### src/rtl/jt89_tone_bank_if.sv
//------------------------------------------------------------------------------
// Module      : jt89_tone_bank_if
// Description : Control/write bus and waveform outputs of jt89_tone_bank.
// Revision    : 1.0 - initial release
//------------------------------------------------------------------------------
`default_nettype none

interface jt89_tone_bank_if #(
  parameter int CH = 3,
  parameter int W  = 10,
  parameter int AW = 2
);
  logic          clk_en;
  logic          wr_en;
  logic [AW-1:0] wr_addr;
  logic [W-1:0]  wr_data;
  logic [CH-1:0] out;
  logic [CH-1:0] tick;

  modport master (output clk_en, wr_en, wr_addr, wr_data, input out, tick);
  modport slave  (input clk_en, wr_en, wr_addr, wr_data, output out, tick);
endinterface

`default_nettype wire

### src/rtl/jt89_tone_bank.sv
//------------------------------------------------------------------------------
// Module      : jt89_tone_bank
// Description : CH square-wave tone channels sharing one round-robin
//               decrement/compare datapath. Optional JT89_TONE_PHASE_RST_EN:
//               a period write also restarts the channel phase.
// Revision    : 1.0 - initial release
//------------------------------------------------------------------------------
`default_nettype none

module jt89_tone_bank #(
  parameter int CH   = 3,
  parameter int W    = 10,
  parameter int AW   = 2,
  parameter int DEAF = 5
) (
  input  wire logic       clk,
  input  wire logic       rst,
  jt89_tone_bank_if.slave bus
);

  localparam logic [AW-1:0] c_last = AW'(CH - 1);
  localparam logic [W-1:0]  c_deaf = W'(DEAF);
  localparam logic [W-1:0]  c_one  = W'(1);

  logic [W-1:0]  r_period [CH];
  logic [W-1:0]  r_cnt    [CH];
  logic [CH-1:0] r_out;
  logic [CH-1:0] r_tick;
  logic [AW-1:0] r_slot;

  logic [W-1:0]  w_per;
  logic [W-1:0]  w_cnt;
  logic [W-1:0]  w_reload_val;
  logic          w_deaf;
  logic          w_expire;

  // Shared datapath: select the period/count of the channel in service.
  always_comb begin
    w_per = '0;
    w_cnt = '0;
    for (int i = 0; i < CH; i++) begin
      if (r_slot == AW'(i)) begin
        w_per = r_period[i];
        w_cnt = r_cnt[i];
      end
    end
  end

  assign w_deaf       = (DEAF > 0) && (w_per <= c_deaf);
  assign w_expire     = (w_cnt <= c_one);
  assign w_reload_val = (w_per == '0) ? c_one : w_per;

  always_ff @(posedge clk or posedge rst) begin
    if (rst) begin
      for (int i = 0; i < CH; i++) begin
        r_period[i] <= '0;
        r_cnt[i]    <= '0;
      end
      r_out  <= '0;
      r_tick <= '0;
      r_slot <= '0;
    end else begin
      r_tick <= '0;
      if (bus.clk_en) begin
        r_slot <= (r_slot == c_last) ? '0 : r_slot + 1'b1;
        for (int i = 0; i < CH; i++) begin
          if (r_slot == AW'(i)) begin
            if (w_deaf) begin
              r_out[i] <= 1'b1;
            end else if (w_expire) begin
              r_cnt[i]  <= w_reload_val;
              r_out[i]  <= ~r_out[i];
              r_tick[i] <= 1'b1;
            end else begin
              r_cnt[i] <= w_cnt - c_one;
            end
          end
        end
      end
      // Writes come last so a phase restart overrides a same-edge service.
      if (bus.wr_en) begin
        for (int i = 0; i < CH; i++) begin
          if (bus.wr_addr == AW'(i)) begin
            r_period[i] <= bus.wr_data;
`ifdef JT89_TONE_PHASE_RST_EN
            r_cnt[i]  <= '0;
            r_out[i]  <= 1'b0;
            r_tick[i] <= 1'b0;
`endif
          end
        end
      end
    end
  end

  assign bus.out  = r_out;
  assign bus.tick = r_tick;

endmodule

`default_nettype wire

### src/flat_wrapper.sv
// flat-port wrapper written by rule: the top's interface ports become plain ports
module jt89_tone_bank_flat 
#(
  parameter int CH   = 3,
  parameter int W    = 10,
  parameter int AW   = 2,
  parameter int DEAF = 5
)
  (clk, rst, bus_clk_en, bus_wr_en, bus_wr_addr, bus_wr_data, bus_out, bus_tick);
  jt89_tone_bank_if #(.CH(CH), .W(W), .AW(AW)) bus_i ();
  input  wire logic clk;
  input  wire logic rst;
  input wire logic [$bits(bus_i.clk_en)-1:0] bus_clk_en;
  input wire logic [$bits(bus_i.wr_en)-1:0] bus_wr_en;
  input wire logic [$bits(bus_i.wr_addr)-1:0] bus_wr_addr;
  input wire logic [$bits(bus_i.wr_data)-1:0] bus_wr_data;
  output wire logic [$bits(bus_i.out)-1:0] bus_out;
  output wire logic [$bits(bus_i.tick)-1:0] bus_tick;
  assign bus_i.clk_en = bus_clk_en;
  assign bus_i.wr_en = bus_wr_en;
  assign bus_i.wr_addr = bus_wr_addr;
  assign bus_i.wr_data = bus_wr_data;
  assign bus_out = bus_i.out;
  assign bus_tick = bus_i.tick;
  jt89_tone_bank #(.CH(CH), .W(W), .AW(AW), .DEAF(DEAF)) u_core (.clk(clk), .rst(rst), .bus(bus_i));
endmodule
### config.mk
export PLATFORM = sky130hd
export DESIGN_NAME = jt89_tone_bank_flat
export DESIGN_NICKNAME = d
export VERILOG_FILES = /design/src/rtl/jt89_tone_bank_if.sv /design/src/rtl/jt89_tone_bank.sv /design/src/flat_wrapper.sv
export SDC_FILE = /design/constraint.sdc
export NUM_CORES = 1
export LEC_CHECK = 0
export CAP_MARGIN = 20
export CORE_ASPECT_RATIO = 2
export CORE_MARGIN = 2
export CORE_UTILIZATION = 45
export DETAILED_ROUTE_END_ITERATION = 7
export PLACE_DENSITY = 0.69
export SLEW_MARGIN = 20
export SYNTH_ARGS = -nofsm -noshare
export SYNTH_HDL_FRONTEND = slang
export SYNTH_SLANG_ARGS = --single-unit
### constraint.sdc
create_clock -name clk -period 2.9 [get_ports clk]
set_input_delay 0.58 -clock clk [delete_from_list [all_inputs] [get_ports clk]]
set_output_delay 0.58 -clock clk [all_outputs]
set_load 0.05 [all_outputs]
==> results.sh <==
export IMPL_dieArea_sq_um=8750
export IMPL_drive_gt1_share_pct=32.7
export IMPL_drt_first_pass_iters=4
export IMPL_clk_root_buffer_cell="clkbuf_16"
export IMPL_ctsHoldBuffers=0
export IMPL_syn_avg_cell_area_sq_um=12.7
export IMPL_peakVddDrop_mv=0.653
export IMPL_post_cts_buffers=0
export IMPL_fmax_mhz=365
export IMPL_tightest_slew_ps=708
export IMPL_synthToLayoutAreaGrowth_pct=18.6
export IMPL_grt_use_met2_pct=32.8
export IMPL_wl_microns=7510
export IMPL_ys_ff_latch=68
export IMPL_pwr_share_clk_pct=20.5
export IMPL_worst_ep_arrival_time_ps=2950
export IMPL_start_kind="flip-flop"
export IMPL_synth_compound_area_share_pct=10.8
export IMPL_finalHoldViolCount=0
export IMPL_synthCells=283
export IMPL_synth_net_count=301
export IMPL_cts_tree="done"
export IMPL_p_leak_nw=1.82
export IMPL_maxCapViolCount=0
export IMPL_fp_coreArea_sq_um=7830
export IMPL_synthSimpleGateAreaFrac_pct=8.96
export IMPL_gp_congestion=0.894
export IMPL_path_class="flip-flop to flip-flop"
export IMPL_grt_busiest_layer="met2"
export IMPL_place_ws_ps=29.9
export IMPL_min_path_cells=1
export IMPL_grt_pass1_wl_microns=12700
export IMPL_clkTransAtPathRegs_ps=50
export IMPL_powerDensity_nw_per_um2=1180
export IMPL_muxShareOfSynthArea_pct=28.0
export IMPL_synth_fa_ha_area_share_pct=0.697
export IMPL_die_x_microns=67.1
export IMPL_fin_nets=331
export IMPL_hold_path_startpoint="u_core.bus.out[2]$_DFFE_PP0P_"
export IMPL_power_switching_w=0.00191
export IMPL_setup_violations=0
export IMPL_rr_worst_depth=8
export IMPL_fin_crit_sh_pct=94.4
export IMPL_globalRouteTotalUtil_pct=19.6
export IMPL_drtAntennaViolNets=0
export IMPL_numCtsBuffers=9
export IMPL_critPathMaxFanout=6
export IMPL_start_util_pct=45.8
export IMPL_worstHoldEndpoint="u_core.bus.out[2]$_DFFE_PP0P_"
export IMPL_grt_pass1_vias=2611
export IMPL_maxSlewHeadroom_pct=52.7
export IMPL_synth_main_ff_cell="dfrtp_1"
export IMPL_combPwrFrac_pct=50.4
export IMPL_end_kind="flip-flop"
export IMPL_gr_usage_met1_pct=23.0
export IMPL_synthXorXnorAreaFrac_pct=0.244
export IMPL_yosysUniqueCellTypes=48
export IMPL_num_vias=2386
export IMPL_tns_ps=0
export IMPL_synth_edf_count=0
export IMPL_seq_area_frac_synth_pct=47.4
export IMPL_synth_most_common_cell="dfrtp_1"
export IMPL_fin_ws_ps=161
export IMPL_io_pins=22
export IMPL_cts_buffer_depth=2
export IMPL_period_minus_slack_ps=2740
export IMPL_synth_top_family_by_area="multiplexers"
export IMPL_yosysWarnings=0
export IMPL_synth_top_area_cell="dfrtp_1"
export IMPL_pwr_share_seq_pct=29.1
export IMPL_numClockSinks=68
export IMPL_swShare_pct=38.1
export IMPL_p_int_w=0.00309
export IMPL_synthesis_area_sq_um=3590
export IMPL_die_h_microns=130
export IMPL_ys_top_cells_by_area="dfrtp_1 (47%), mux2_4 (10%), mux2_2 (9.7%), mux2i_1 (6.7%), o2bb2ai_1 (2.7%)"
export IMPL_synth_common_cells="dfrtp_1 (68), mux2_2 (31), mux2_4 (24), mux2i_1 (24), nor2_1 (13)"
export IMPL_port_buffers=21
export IMPL_met3_usage_pct=4.91
export IMPL_grt_remaining_overflow=0
export IMPL_rows=46
export IMPL_rsz0062_at_grt="no"
export IMPL_antenna_found_initial=0
export IMPL_antenna_cells=0
export IMPL_final_max_slew_viol_count=0
export IMPL_via_per_inst=5.76
export IMPL_status="finished clean"
export IMPL_finClkSkew_ps=4.00
export IMPL_post_route_util_pct=54.4
export IMPL_drc=0
export IMPL_r2r_start="u_core.r_slot[1]$_DFFE_PP0P_"
export IMPL_yosys_area_top_type_share_pct=47.4
export IMPL_wl_per_cell_microns=18.1
export IMPL_drt_initial_drc_count=113
export IMPL_required_ps=3110
export IMPL_htreeDepth=3
export IMPL_reg2reg_to="u_core.r_cnt[5]$_DFFE_PP0P_"
export IMPL_dp_final_hpwl_microns=5250
export IMPL_hp_class="flip-flop to flip-flop"
export IMPL_grt_start_max_net_pins=36
export IMPL_clock_latency_ps=330
export IMPL_r2r_slack_ps=160
export IMPL_ys_async_sr_fraction_pct=100
## stage by stage
stage	area, sq um	cells	power [W]	hold WS (ps)
2_1_floorplan	3590	283	0.00329	457
3_3_place_gp	3930	398	0.00379	465
3_5_place_dp	3930	398	0.00388	468
4_1_cts	4220	414	0.00494	474
5_1_grt	4260	414	0.00533	497
6_report	4260	414	0.00500	472
## routing by layer
metal / vias to the layer above / routed length, microns
li1: 1126 / -
met1: 1206 / 3240
met2: 43 / 3910
met3: 11 / 230
met4: 0 / 135
met5: - / 0
## worst max-delay path, cell delays in order, from the launching register on
cell	delay, ps
dfrtp_1	450
mux2_1	380
a22oi_2	200
ha_1	210
o221ai_1	220
or4_4	500
mux2i_1	230
a211oi_2	120
mux2_1	300
## sequential cells by signal, summed over array words and instances (netlist names)
signal / cells
u_core.r_slot: 2
u_core.bus.out: 3
u_core.r_cnt: 30
u_core.r_period: 30
u_core.bus.tick: 3
## final cells by class
type	count	area, sq um
fillers	691	3570
multi-input cells	193	1790
inverters	4	15.0
repair buffers	37	343
clock buffers	13	270
clock inverters	3	20.0
well taps	96	120
flip-flops and latches	68	1700
## worst max path at each step
stage / slack (ps) / depth (start not counted) / start / to
2_1_floorplan: 10 / 12 / u_core.r_slot[1]$_DFFE_PP0P_ / u_core.r_cnt[28]$_DFFE_PP0P_
3_3_place_gp: 140 / 8 / u_core.r_slot[1]$_DFFE_PP0P_ / u_core.r_cnt[14]$_DFFE_PP0P_
3_5_place_dp: 30 / 8 / u_core.r_slot[1]$_DFFE_PP0P_ / u_core.r_cnt[4]$_DFFE_PP0P_
4_1_cts: 30 / 8 / u_core.r_slot[1]$_DFFE_PP0P_ / u_core.r_cnt[4]$_DFFE_PP0P_
5_1_grt: 6 / 8 / u_core.r_slot[1]$_DFFE_PP0P_ / u_core.r_cnt[5]$_DFFE_PP0P_
6_report: 160 / 8 / u_core.r_slot[1]$_DFFE_PP0P_ / u_core.r_cnt[5]$_DFFE_PP0P_
## kinds of logic after synthesis
family | count (synthesis)
AO/OA/AOI/OAI | 52
XOR/XNOR | 1
adder cells (fa/ha/maj) | 2
buffers and inverters | 22
flip-flops | 68
multiplexers | 84
AND/OR/NAND/NOR | 54
## power by group through the flow
stage | registers [W] | logic [W] | clock network (W)
3_5_place_dp | 0.00146 | 0.00242 | 0
3_3_place_gp | 0.00145 | 0.00234 | 0
6_report | 0.00146 | 0.00252 | 0.00102
4_1_cts | 0.00145 | 0.00244 | 0.00105
2_1_floorplan | 0.00148 | 0.00182 | 0
5_1_grt | 0.00149 | 0.00274 | 0.00110
## cell usage in the layout (no fill, tap or decap), types with 7 or more instances in the layout
cell type and n:
dfrtp_1 68, mux2_2 31, mux2_4 24, mux2i_1 23
clkdlybuf4s50_1 21, buf_4 15, nor2_1 13, o2bb2ai_1 11
a21oi_1 10, clkbuf_16 9, and3_1 7
## timing repair
action / in CTS / in global routing
hold endpoints to repair: 0 / 0
gates resized for setup: 0 / 10
setup endpoints to repair: 0 / 24
(Power assumes the default switching activity.)
